<file path="config.mk">
export PLATFORM = sky130hd
export DESIGN_NAME = sipo_deser_flat
export DESIGN_NICKNAME = d
export VERILOG_FILES = /design/src/rtl/sipo_deser_if.sv /design/src/rtl/sipo_deser.sv /design/src/flat_wrapper.sv
export SDC_FILE = /design/constraint.sdc
export NUM_CORES = 1
export LEC_CHECK = 0
export ABC_AREA = 0
export BUFFER_PORTS_ARGS = -buffer_cell sky130_fd_sc_hd__buf_2
export CAP_MARGIN = 10
export CORE_ASPECT_RATIO = 1.25
export CORE_UTILIZATION = 50
export CTS_CLUSTER_DIAMETER = 200
export DETAILED_ROUTE_END_ITERATION = 8
export PLACE_DENSITY = 0.73
export SLEW_MARGIN = 20
export SYNTH_ARGS = -nofsm -noshare
export SYNTH_HDL_FRONTEND = slang
export SYNTH_SLANG_ARGS = --single-unit
</file>
<file path="constraint.sdc">
create_clock -name clk -period 1.3 [get_ports clk]
set_input_delay 0 -clock clk [delete_from_list [all_inputs] [get_ports clk]]
set_output_delay 0 -clock clk [all_outputs]
set_load 0.02 [all_outputs]
</file>
<file path="src/rtl/sipo_deser_if.sv">
// Serial-in / parallel-out deserializer bus: serial strobe in, word handshake out.
// parity_err is present only when SIPO_PARITY_EN is defined.
interface sipo_deser_if #(
  parameter int unsigned WIDTH = 8
) ();
  logic             d;
  logic             d_en;
  logic             out_ready;
  logic [WIDTH-1:0] q;
  logic             q_valid;
  logic             busy;
  logic             overrun;
`ifdef SIPO_PARITY_EN
  logic             parity_err;
`endif

  // Producer/consumer side of the block.
  modport master (
    output d, d_en, out_ready,
`ifdef SIPO_PARITY_EN
    input  parity_err,
`endif
    input  q, q_valid, busy, overrun
  );

  // Deserializer side.
  modport slave (
    input  d, d_en, out_ready,
`ifdef SIPO_PARITY_EN
    output parity_err,
`endif
    output q, q_valid, busy, overrun
  );
endinterface

</file>
<file path="src/rtl/sipo_deser.sv">
// MSB-first serial-to-parallel deserializer with a one-word output holding register.
// Define SIPO_PARITY_EN to expect an even-parity bit after each word and flag parity_err.
module sipo_deser #(
  parameter int unsigned WIDTH = 8
) (
  input logic         clk,
  input logic         rst,
  sipo_deser_if.slave bus
);
  localparam int unsigned CntW = (WIDTH > 2) ? $clog2(WIDTH) : 1;
  localparam logic [CntW-1:0] LastBit = CntW'(WIDTH - 1);

  logic [WIDTH-1:0] sreg_q, sreg_d;
  logic [CntW-1:0]  cnt_q, cnt_d;
  logic [WIDTH-1:0] word_q, word_d;
  logic             valid_q, valid_d;
  logic             overrun_q, overrun_d;
  logic [WIDTH-1:0] shifted;
  logic [WIDTH-1:0] new_word;
  logic             done;
  logic             good;

`ifdef SIPO_PARITY_EN
  typedef enum logic [0:0] {StData, StParity} state_e;
  state_e state_q, state_d;
  logic   perr_q, perr_d;
`endif

  assign shifted = {sreg_q[WIDTH-2:0], bus.d};

  always_comb begin
    sreg_d    = sreg_q;
    cnt_d     = cnt_q;
    word_d    = word_q;
    valid_d   = valid_q;
    overrun_d = overrun_q;
    new_word  = shifted;
    done      = 1'b0;
    good      = 1'b1;
`ifdef SIPO_PARITY_EN
    state_d   = state_q;
    perr_d    = perr_q;
`endif

    if (bus.d_en) begin
`ifdef SIPO_PARITY_EN
      if (state_q == StParity) begin
        // Strobe carries the parity bit; data is already complete in sreg_q.
        state_d  = StData;
        done     = 1'b1;
        new_word = sreg_q;
        if (^{sreg_q, bus.d}) begin
          good   = 1'b0;
          perr_d = 1'b1;
        end
      end else begin
        sreg_d = shifted;
        if (cnt_q == LastBit) begin
          cnt_d   = '0;
          state_d = StParity;
        end else begin
          cnt_d = cnt_q + CntW'(1);
        end
      end
`else
      sreg_d = shifted;
      if (cnt_q == LastBit) begin
        cnt_d = '0;
        done  = 1'b1;
      end else begin
        cnt_d = cnt_q + CntW'(1);
      end
`endif
    end

    // A held word is released by accept; a completion on the accept edge replaces it.
    if (done && good) begin
      if (!valid_q || bus.out_ready) begin
        word_d  = new_word;
        valid_d = 1'b1;
      end else begin
        overrun_d = 1'b1;
      end
    end else if (valid_q && bus.out_ready) begin
      valid_d = 1'b0;
    end
  end

  always_ff @(posedge clk) begin
    if (rst) begin
      sreg_q    <= '0;
      cnt_q     <= '0;
      word_q    <= '0;
      valid_q   <= 1'b0;
      overrun_q <= 1'b0;
`ifdef SIPO_PARITY_EN
      state_q   <= StData;
      perr_q    <= 1'b0;
`endif
    end else begin
      sreg_q    <= sreg_d;
      cnt_q     <= cnt_d;
      word_q    <= word_d;
      valid_q   <= valid_d;
      overrun_q <= overrun_d;
`ifdef SIPO_PARITY_EN
      state_q   <= state_d;
      perr_q    <= perr_d;
`endif
    end
  end

  assign bus.q       = word_q;
  assign bus.q_valid = valid_q;
  assign bus.overrun = overrun_q;
`ifdef SIPO_PARITY_EN
  assign bus.busy       = (cnt_q != '0) || (state_q == StParity);
  assign bus.parity_err = perr_q;
`else
  assign bus.busy       = (cnt_q != '0);
`endif
endmodule

</file>
<file path="src/flat_wrapper.sv">
// flat-port wrapper written by rule: the top's interface ports become plain ports
module sipo_deser_flat 
#(
  parameter int unsigned WIDTH = 8
)
  (clk, rst, bus_d, bus_d_en, bus_out_ready, bus_q, bus_q_valid, bus_busy, bus_overrun);
  sipo_deser_if #(.WIDTH(WIDTH)) bus_i ();
  input logic clk;
  input logic rst;
  input wire logic [$bits(bus_i.d)-1:0] bus_d;
  input wire logic [$bits(bus_i.d_en)-1:0] bus_d_en;
  input wire logic [$bits(bus_i.out_ready)-1:0] bus_out_ready;
  output wire logic [$bits(bus_i.q)-1:0] bus_q;
  output wire logic [$bits(bus_i.q_valid)-1:0] bus_q_valid;
  output wire logic [$bits(bus_i.busy)-1:0] bus_busy;
  output wire logic [$bits(bus_i.overrun)-1:0] bus_overrun;
  assign bus_i.d = bus_d;
  assign bus_i.d_en = bus_d_en;
  assign bus_i.out_ready = bus_out_ready;
  assign bus_q = bus_i.q;
  assign bus_q_valid = bus_i.q_valid;
  assign bus_busy = bus_i.busy;
  assign bus_overrun = bus_i.overrun;
  sipo_deser #(.WIDTH(WIDTH)) u_core (.clk(clk), .rst(rst), .bus(bus_i));
endmodule
</file>
==> results.md, run 1 <==
* Status: complete, no violations
* Layout Skew at 0.00507 ns
* Unrepaired setup endpoints after global routing: false
* Syn_nets at 91
* Initial detailed-routing violation count at 1
* Via-to-Cell Ratio at 4.87
* Most common cell in the netlist: dfxtp_1
* Slew headroom at 74.7%
* Fin. Hold Viols at 0
* Ys flop type: dfxtp_1
* Worst slew pin tran at 0.380 ns
* # setup viols final at 0
* Vias in the first global route at 543
* Gp weighted congestion at 0.720
* Initial antenna violation count at 0
* Routed Antenna Nets at 0
* Critical path class: reg -> reg
* Worst Hold Class: in -> reg
* CP Cell Sequence: ha_2 > ha_4 > nand2_4 > nor2_8 > mux2i_1
* DRC at 0
* Gr usage total at 15.6%
* Yosys warning total at 0
* Core area at 1620 sq um
* Fin crit period at 1.23 ns
* I/O pins at 16
* Die Area at 1950 sq um
* Mean post-synth cell area at 10.7 sq um
* Via count at 579
* Synth Instances at 83
* Clock sink count at 20
* Die H at 49.2 um
* CTS tree: yes
* Share of cells above drive strength 1 at 28.7%
* Max Freq at 814 MHz
* Pin count of the biggest net entering global routing at 29
* Layout Nets at 110
* Commonest cells post-synth: 20 x dfxtp_1, 18 x mux2i_1, 17 x nand2b_1
* Worst skew pair latency at 0.29 ns
* Area leader, netlist: dfxtp_1
* Area Overhead vs Synth at 16.9%
* Startpoint types: flop
* TritonCTS Buffers at 3
* Slowest-stage cell, CP: dfxtp_2
* Post-DP Area at 942 sq um
* Worst EP arrival at 1.45 ns
* CP peak stage delay at 0.35 ns
* FP Rows at 16
* Gr ovfl total at 0
* Max Slew Vio Count at 0
* CTS Buffer Depth at 2
* Starting Density at 54.9%
* DP Wirelength at 856 um
* IR drop worst, VDD at 0.782 mV
* Total Power at 1210 uW
* EDFF count, synth at 0
* Critical Path Fanout Max at 8
* Pleak at 0.000450 uW
* Clock Root Buffer: clkbuf_4
* Final instance area at 1040 sq um
* Post-synthesis sequential area ratio at 45.0%
* Yosys top cell area share at 45.0%
* Antenna Cells at 0
* Clock slew at reported path FFs at 0.11 ns
* Yosys reg bits at 20
* Endpoint class of the critical path: flop
* FFs w/ async S/R, synth at 0%
* Data required time of the worst path at 1.52 ns
* Distinct cells, synth at 13
* Post-Syn Area at 890 sq um
* Pwr dens at 1160 nW/um^2
* Synth top area cells: dfxtp_1 45%, mux2i_1 20%, nand2b_1 12%
* Die Wd at 39.7 um
* Drt total wl at 1270 um
* 1st-pass router iterations at 2
* H-Tree Depth at 1
* Crit share post-route at 94.4%
* Layout fillers at 135
* Max cap viols at 0
* First-pass GRT wire length at 2180 um
* Routed len/inst at 10.7 um
* Number of I/O port buffers at 15
[stage by stage]
stage | setup slack (ns) | util (%) | cells | setup TNS, ns | hold WS (ns)
2_1_floorplan | 0.0889 | - | 83 | 0 | 0.147
3_3_place_gp | 0.0291 | 58.1 | 112 | 0 | 0.264
3_5_place_dp | -0.0191 | 58.1 | 112 | -0.0191 | 0.270
4_1_cts | 0.00838 | 63.2 | 119 | 0 | 0.0375
5_1_grt | 0.0128 | 64.1 | 119 | 0 | 0.0507
6_report | 0.0722 | 64.1 | 119 | 0 | 0.0563
[per-layer routing]
metal	routed length, um	vias to the layer above	global-route usage (%)	part of all wire (%)
met5	0	-	0	0
met4	9	0	6.90	0.71
met3	31	2	2.74	2.4
met2	611	8	24.6	48
met1	616	267	19.9	49
li1	-	302	-	-
[critical path, delay by kind of cell (launching register included)]
family,cells,cell delay [ns]
adder cells (fa/ha/maj),2,0.33
flip-flops,1,0.35
AND/OR/NAND/NOR,2,0.26
multiplexers,1,0.22
[final timing paths]
path,start,endpoint,slack [ns],cells after the start
worst min register to register,u_core.bus.overrun,u_core.bus.overrun,0.48,2
worst max register to register,u_core.cnt_q[0],u_core.bus.q[0],0.07,5
worst max-delay path,u_core.cnt_q[0],u_core.bus.q[0],0.07,5
worst min-delay path,bus_out_ready,u_core.bus.q_valid,0.06,4
[final cells by class]
cell class	instances	area (sq um)	share of cell area (%)
Clock buffer	3	22.5	2.17
Clock inverter	1	30.0	2.89
Inverter	2	7.51	0.722
Multi-Input combinational cell	56	444	42.7
Sequential cell	20	403	38.7
Tap cell	18	22.5	2.17
Timing Repair Buffer	19	110	10.6
[sequential cells by signal, summed over array words and instances, names as in the netlist]
register	cells
u_core.bus.q	8
u_core.cnt_q	3
u_core.bus.q_valid	1
u_core.sreg_q	7
u_core.bus.overrun	1
[where the power goes]
part,internal (uW),switching (uW)
registers,623,6.72
logic,44.8,45.6
clock network,311,178
[kinds of logic after synthesis]
group,count (synthesis),share of synthesized area (%)
and+or+nand+nor,33,22.5
DFF,20,45.0
muxes,18,20.3
buffers and inverters,7,6.75
adders and majority gates,3,4.22
AOI/OAI and AO/OA,2,1.27
[timing repair]
action,CTS,global route
pin swaps,1,1
resized for setup,3,3
hold buffers,1,0
setup endpoints to repair,8,9
hold endpoints to repair,2,0
buffers inserted,2,0
[layout by cell type (no fill, tap or decap)]
cell type,instances
dfxtp_2,2
nor2_1,13
dfxtp_1,18
a21oi_1,1
ha_1,1
clkbuf_4,3
nor2b_4,1
buf_4,4
inv_1,2
nand2b_1,17
nand2_4,1
ha_4,1
buf_2,14
bufinv_16,1
nor2_8,1
dlygate4sd3_1,1
mux2i_1,18
ha_2,1
a31oi_1,1
No activity file was read; power rests on OpenSTA's default activity.
==> run 2, diff against run 1 <==
--- a/config.mk
+++ b/config.mk
@@ -5,14 +5,13 @@
 export SDC_FILE = /design/constraint.sdc
 export NUM_CORES = 1
 export LEC_CHECK = 0
-export ABC_AREA = 0
+export ABC_AREA = 1
 export BUFFER_PORTS_ARGS = -buffer_cell sky130_fd_sc_hd__buf_2
 export CAP_MARGIN = 10
 export CORE_ASPECT_RATIO = 1.25
-export CORE_UTILIZATION = 50
+export CORE_UTILIZATION = 40
 export CTS_CLUSTER_DIAMETER = 200
 export DETAILED_ROUTE_END_ITERATION = 8
-export PLACE_DENSITY = 0.73
 export SLEW_MARGIN = 20
 export SYNTH_ARGS = -nofsm -noshare
 export SYNTH_HDL_FRONTEND = slang
==> run 2 against run 1 <==
Setup slack better by 0.044 ns; synthesized area down 0.42%; core utilization down 11 points; combinational power up 34%; flip-flop and latch count unchanged; die area up 23%; critical path depth up 2; clock power up 3%; count of clock-buffer cells in the layout unchanged; first-iteration DRC count rose to 10 times the previous value; routed wire length up 22%.
==> results.md, run 2 <==
* Pleak at 0.000480 uW (was 0.000450 uW)
* Post-Syn Area at 886 sq um (was 890 sq um)
* Yosys reg bits at 20 (unchanged)
* Fin. Hold Viols at 0 (unchanged)
* Die Area at 2410 sq um (was 1950 sq um)
* Unrepaired setup endpoints after global routing: false (unchanged)
* Endpoint class of the critical path: flop (unchanged)
* Drt total wl at 1550 um (was 1270 um)
* Most common cell after layout, fill and taps aside: dfxtp_1
* Mean post-synth cell area at 8.68 sq um (was 10.7 sq um)
* Most frequent cells in the layout: 19 x dfxtp_1, 15 x inv_1, 15 x buf_2 (was 18 x mux2i_1, 18 x dfxtp_1, 17 x nand2b_1)
* # setup viols final at 0 (unchanged)
* FP Rows at 18 (was 16)
* FFs w/ async S/R, synth at 0% (unchanged)
* Slew headroom at 70.5% (was 74.7%)
* DP Wirelength at 983 um (was 856 um)
* DRC at 0 (unchanged)
* Synth top area cells: dfxtp_1 45%, a21oi_2 7.9%, inv_1 6.4% (was dfxtp_1 45%, mux2i_1 20%, nand2b_1 12%)
* Data required time of the worst path at 1.54 ns (was 1.52 ns)
* Synth Instances at 102 (was 83)
* Worst skew pair latency at 0.30 ns (was 0.29 ns)
* I/O pins at 16 (unchanged)
* Gr usage total at 14.0% (was 15.6%)
* TritonCTS Buffers at 3 (unchanged)
* Postcts setup bufs at 0 (was 2)
* Yosys warning total at 0 (unchanged)
* Yosys top cell area share at 45.2% (was 45.0%)
* Most common cell in the netlist: dfxtp_1 (unchanged)
* Max reg flops at 8 (unchanged)
* Worst slew pin tran at 0.441 ns (was 0.380 ns)
* Fin crit period at 1.18 ns (was 1.23 ns)
* Initial antenna violation count at 0 (unchanged)
* CTS tree: yes (unchanged)
* Share of cells above drive strength 1 at 31.7% (was 28.7%)
* Layout Nets at 132 (was 110)
* 1st-pass router iterations at 6 (was 2)
* Startpoint types: flop (unchanged)
* Most Crowded Layer GR: met1 (was met2)
* Gr ovfl total at 0 (unchanged)
* Syn_nets at 110 (was 91)
* Die Wd at 44.1 um (was 39.7 um)
* Routed len/inst at 10.8 um (was 10.7 um)
* Setup slack after layout at 0.117 ns (was 0.0722 ns)
* Clock sink count at 20 (unchanged)
* Commonest cells post-synth: 20 x dfxtp_1, 15 x inv_1, 11 x a21oi_1 (was 20 x dfxtp_1, 18 x mux2i_1, 17 x nand2b_1)
* Clock Root Buffer: clkbuf_4 (unchanged)
* Ys flop type: dfxtp_1 (unchanged)
* Pwr dens at 1190 nW/um^2 (was 1160 nW/um^2)
* Number of I/O port buffers at 15 (unchanged)
* Distinct cells, synth at 19 (was 13)
* Global-route track usage on met2 at 19.4% (was 24.6%)
* Worst EP arrival at 1.42 ns (was 1.45 ns)
* Via count at 698 (was 579)
* CTS Buffer Depth at 2 (unchanged)
* Antenna Cells at 0 (unchanged)
* Critical Path Fanout Max at 5 (was 8)
* DP Worst Slack at 0.0592 ns (was -0.0191 ns)
* Pin count of the biggest net entering global routing at 18 (was 29)
* Max Slew Vio Count at 0 (unchanged)
* Routed Antenna Nets at 0 (unchanged)
* Critical path class: reg -> reg (unchanged)
* Layout Skew at 0.00736 ns (was 0.00507 ns)
* Die H at 54.6 um (was 49.2 um)
* Starting Density at 43.7% (was 54.9%)
* Post-synthesis sequential area ratio at 45.2% (was 45.0%)
* H-Tree Depth at 1 (unchanged)
* Clock slew at reported path FFs at 0.12 ns (was 0.11 ns)
* IR drop worst, VDD at 0.648 mV (was 0.782 mV)
* Max Freq at 845 MHz (was 814 MHz)
* Initial detailed-routing violation count at 10 (was 1)
* WHS at 0.0533 ns (was 0.0563 ns)
* Vias in the first global route at 554 (was 543)
* Worst Hold Class: in -> reg (unchanged)
* Gp weighted congestion at 0.712 (was 0.720)
* Crit share post-route at 91.0% (was 94.4%)
* EDFF count, synth at 0 (unchanged)
* Area Overhead vs Synth at 21.0% (was 16.9%)
* Max cap viols at 0 (unchanged)
* Global routing usage on met3 at 2.97% (was 2.74%)
* Via-to-Cell Ratio at 4.88 (was 4.87)
* Core area at 2030 sq um (was 1620 sq um)
* First-pass GRT wire length at 2420 um (was 2180 um)
* Status: complete, no violations (unchanged)
* Area leader, netlist: dfxtp_1 (unchanged)
* M1 GR Usage at 19.4% (was 19.9%)
* TNS Setup at 0 ns (unchanged)
==> run 2: worst paths after layout <==
check        slack (ns)                from  cells past startpoint                 end
max                0.12     u_core.cnt_q[0]                      7     u_core.bus.q[5]
min                0.05            bus_d_en                      3     u_core.cnt_q[1]
max reg2reg        0.12     u_core.cnt_q[0]                      7     u_core.bus.q[5]
min reg2reg        0.46  u_core.bus.overrun                      2  u_core.bus.overrun
==> run 2: metrics by stage <==
step	power (uW)	std cells	cell area, sq um	util, %
2_1_floorplan	746	102	886	-
3_3_place_gp	772	134	940	46.4
3_5_place_dp	772	134	940	46.4
4_1_cts	1280	141	1020	50.4
5_1_grt	1330	143	1070	52.9
6_report	1280	143	1070	52.9
==> run 2: worst max-delay path, stage by stage (launching register included) <==
cell      delay, ns
dfxtp_2        0.35
ha_2           0.19
ha_4           0.18
nand2_8        0.11
clkinv_8       0.07
nand3_1        0.06
nand2_1        0.06
nor2_1         0.11
==> run 2: cell type report <==
type                       instances  area, sq um
tap                               20         25.0
clock buffer                       3         22.5
multi-input combinational         61          383
inverter                          16         72.6
fill                             202          955
timing repair inverter             2         17.5
sequential                        20          402
timing repair buffer              20          120
clock inverter                     1         30.0
==> run 2: cell families (layout without fill, tap and decap cells) <==
family | after synthesis | count (layout) | synth area share (%)
AND/OR/NAND/NOR | 29 | 29 | 16.1
AO/OA/AOI/OAI | 28 | 28 | 19.2
buffers and inverters | 21 | 42 | 14.3
flip-flops | 20 | 20 | 45.2
adder cells (fa/ha/maj) | 3 | 3 | 4.24
XOR/XNOR | 1 | 1 | 0.989
==> run 2: metal layers <==
metal | vias up | wire length (um) | part of all wire, %
met5 | - | 0 | 0
met4 | 0 | 20 | 1.3
met3 | 2 | 43 | 2.8
met2 | 12 | 709 | 46
met1 | 310 | 773 | 50
li1 | 374 | - | -
==> run 2: what timing repair did <==
| action | in CTS | in global routing |
|---|---|---|
| endpoints found under the setup margin | 0 | 8 |
| resized for setup | 0 | 7 |
| hold endpoints to repair | 4 | 0 |
| hold buffers | 3 | 0 |
==> run 2: where the power goes <==
part | internal (uW) | switching (uW) | total (uW) | leakage, uW
clock network | 311 | 193 | 505 | 0.0000279
logic | 50.2 | 70.9 | 121 | 0.000288
registers | 638 | 12.9 | 651 | 0.000164
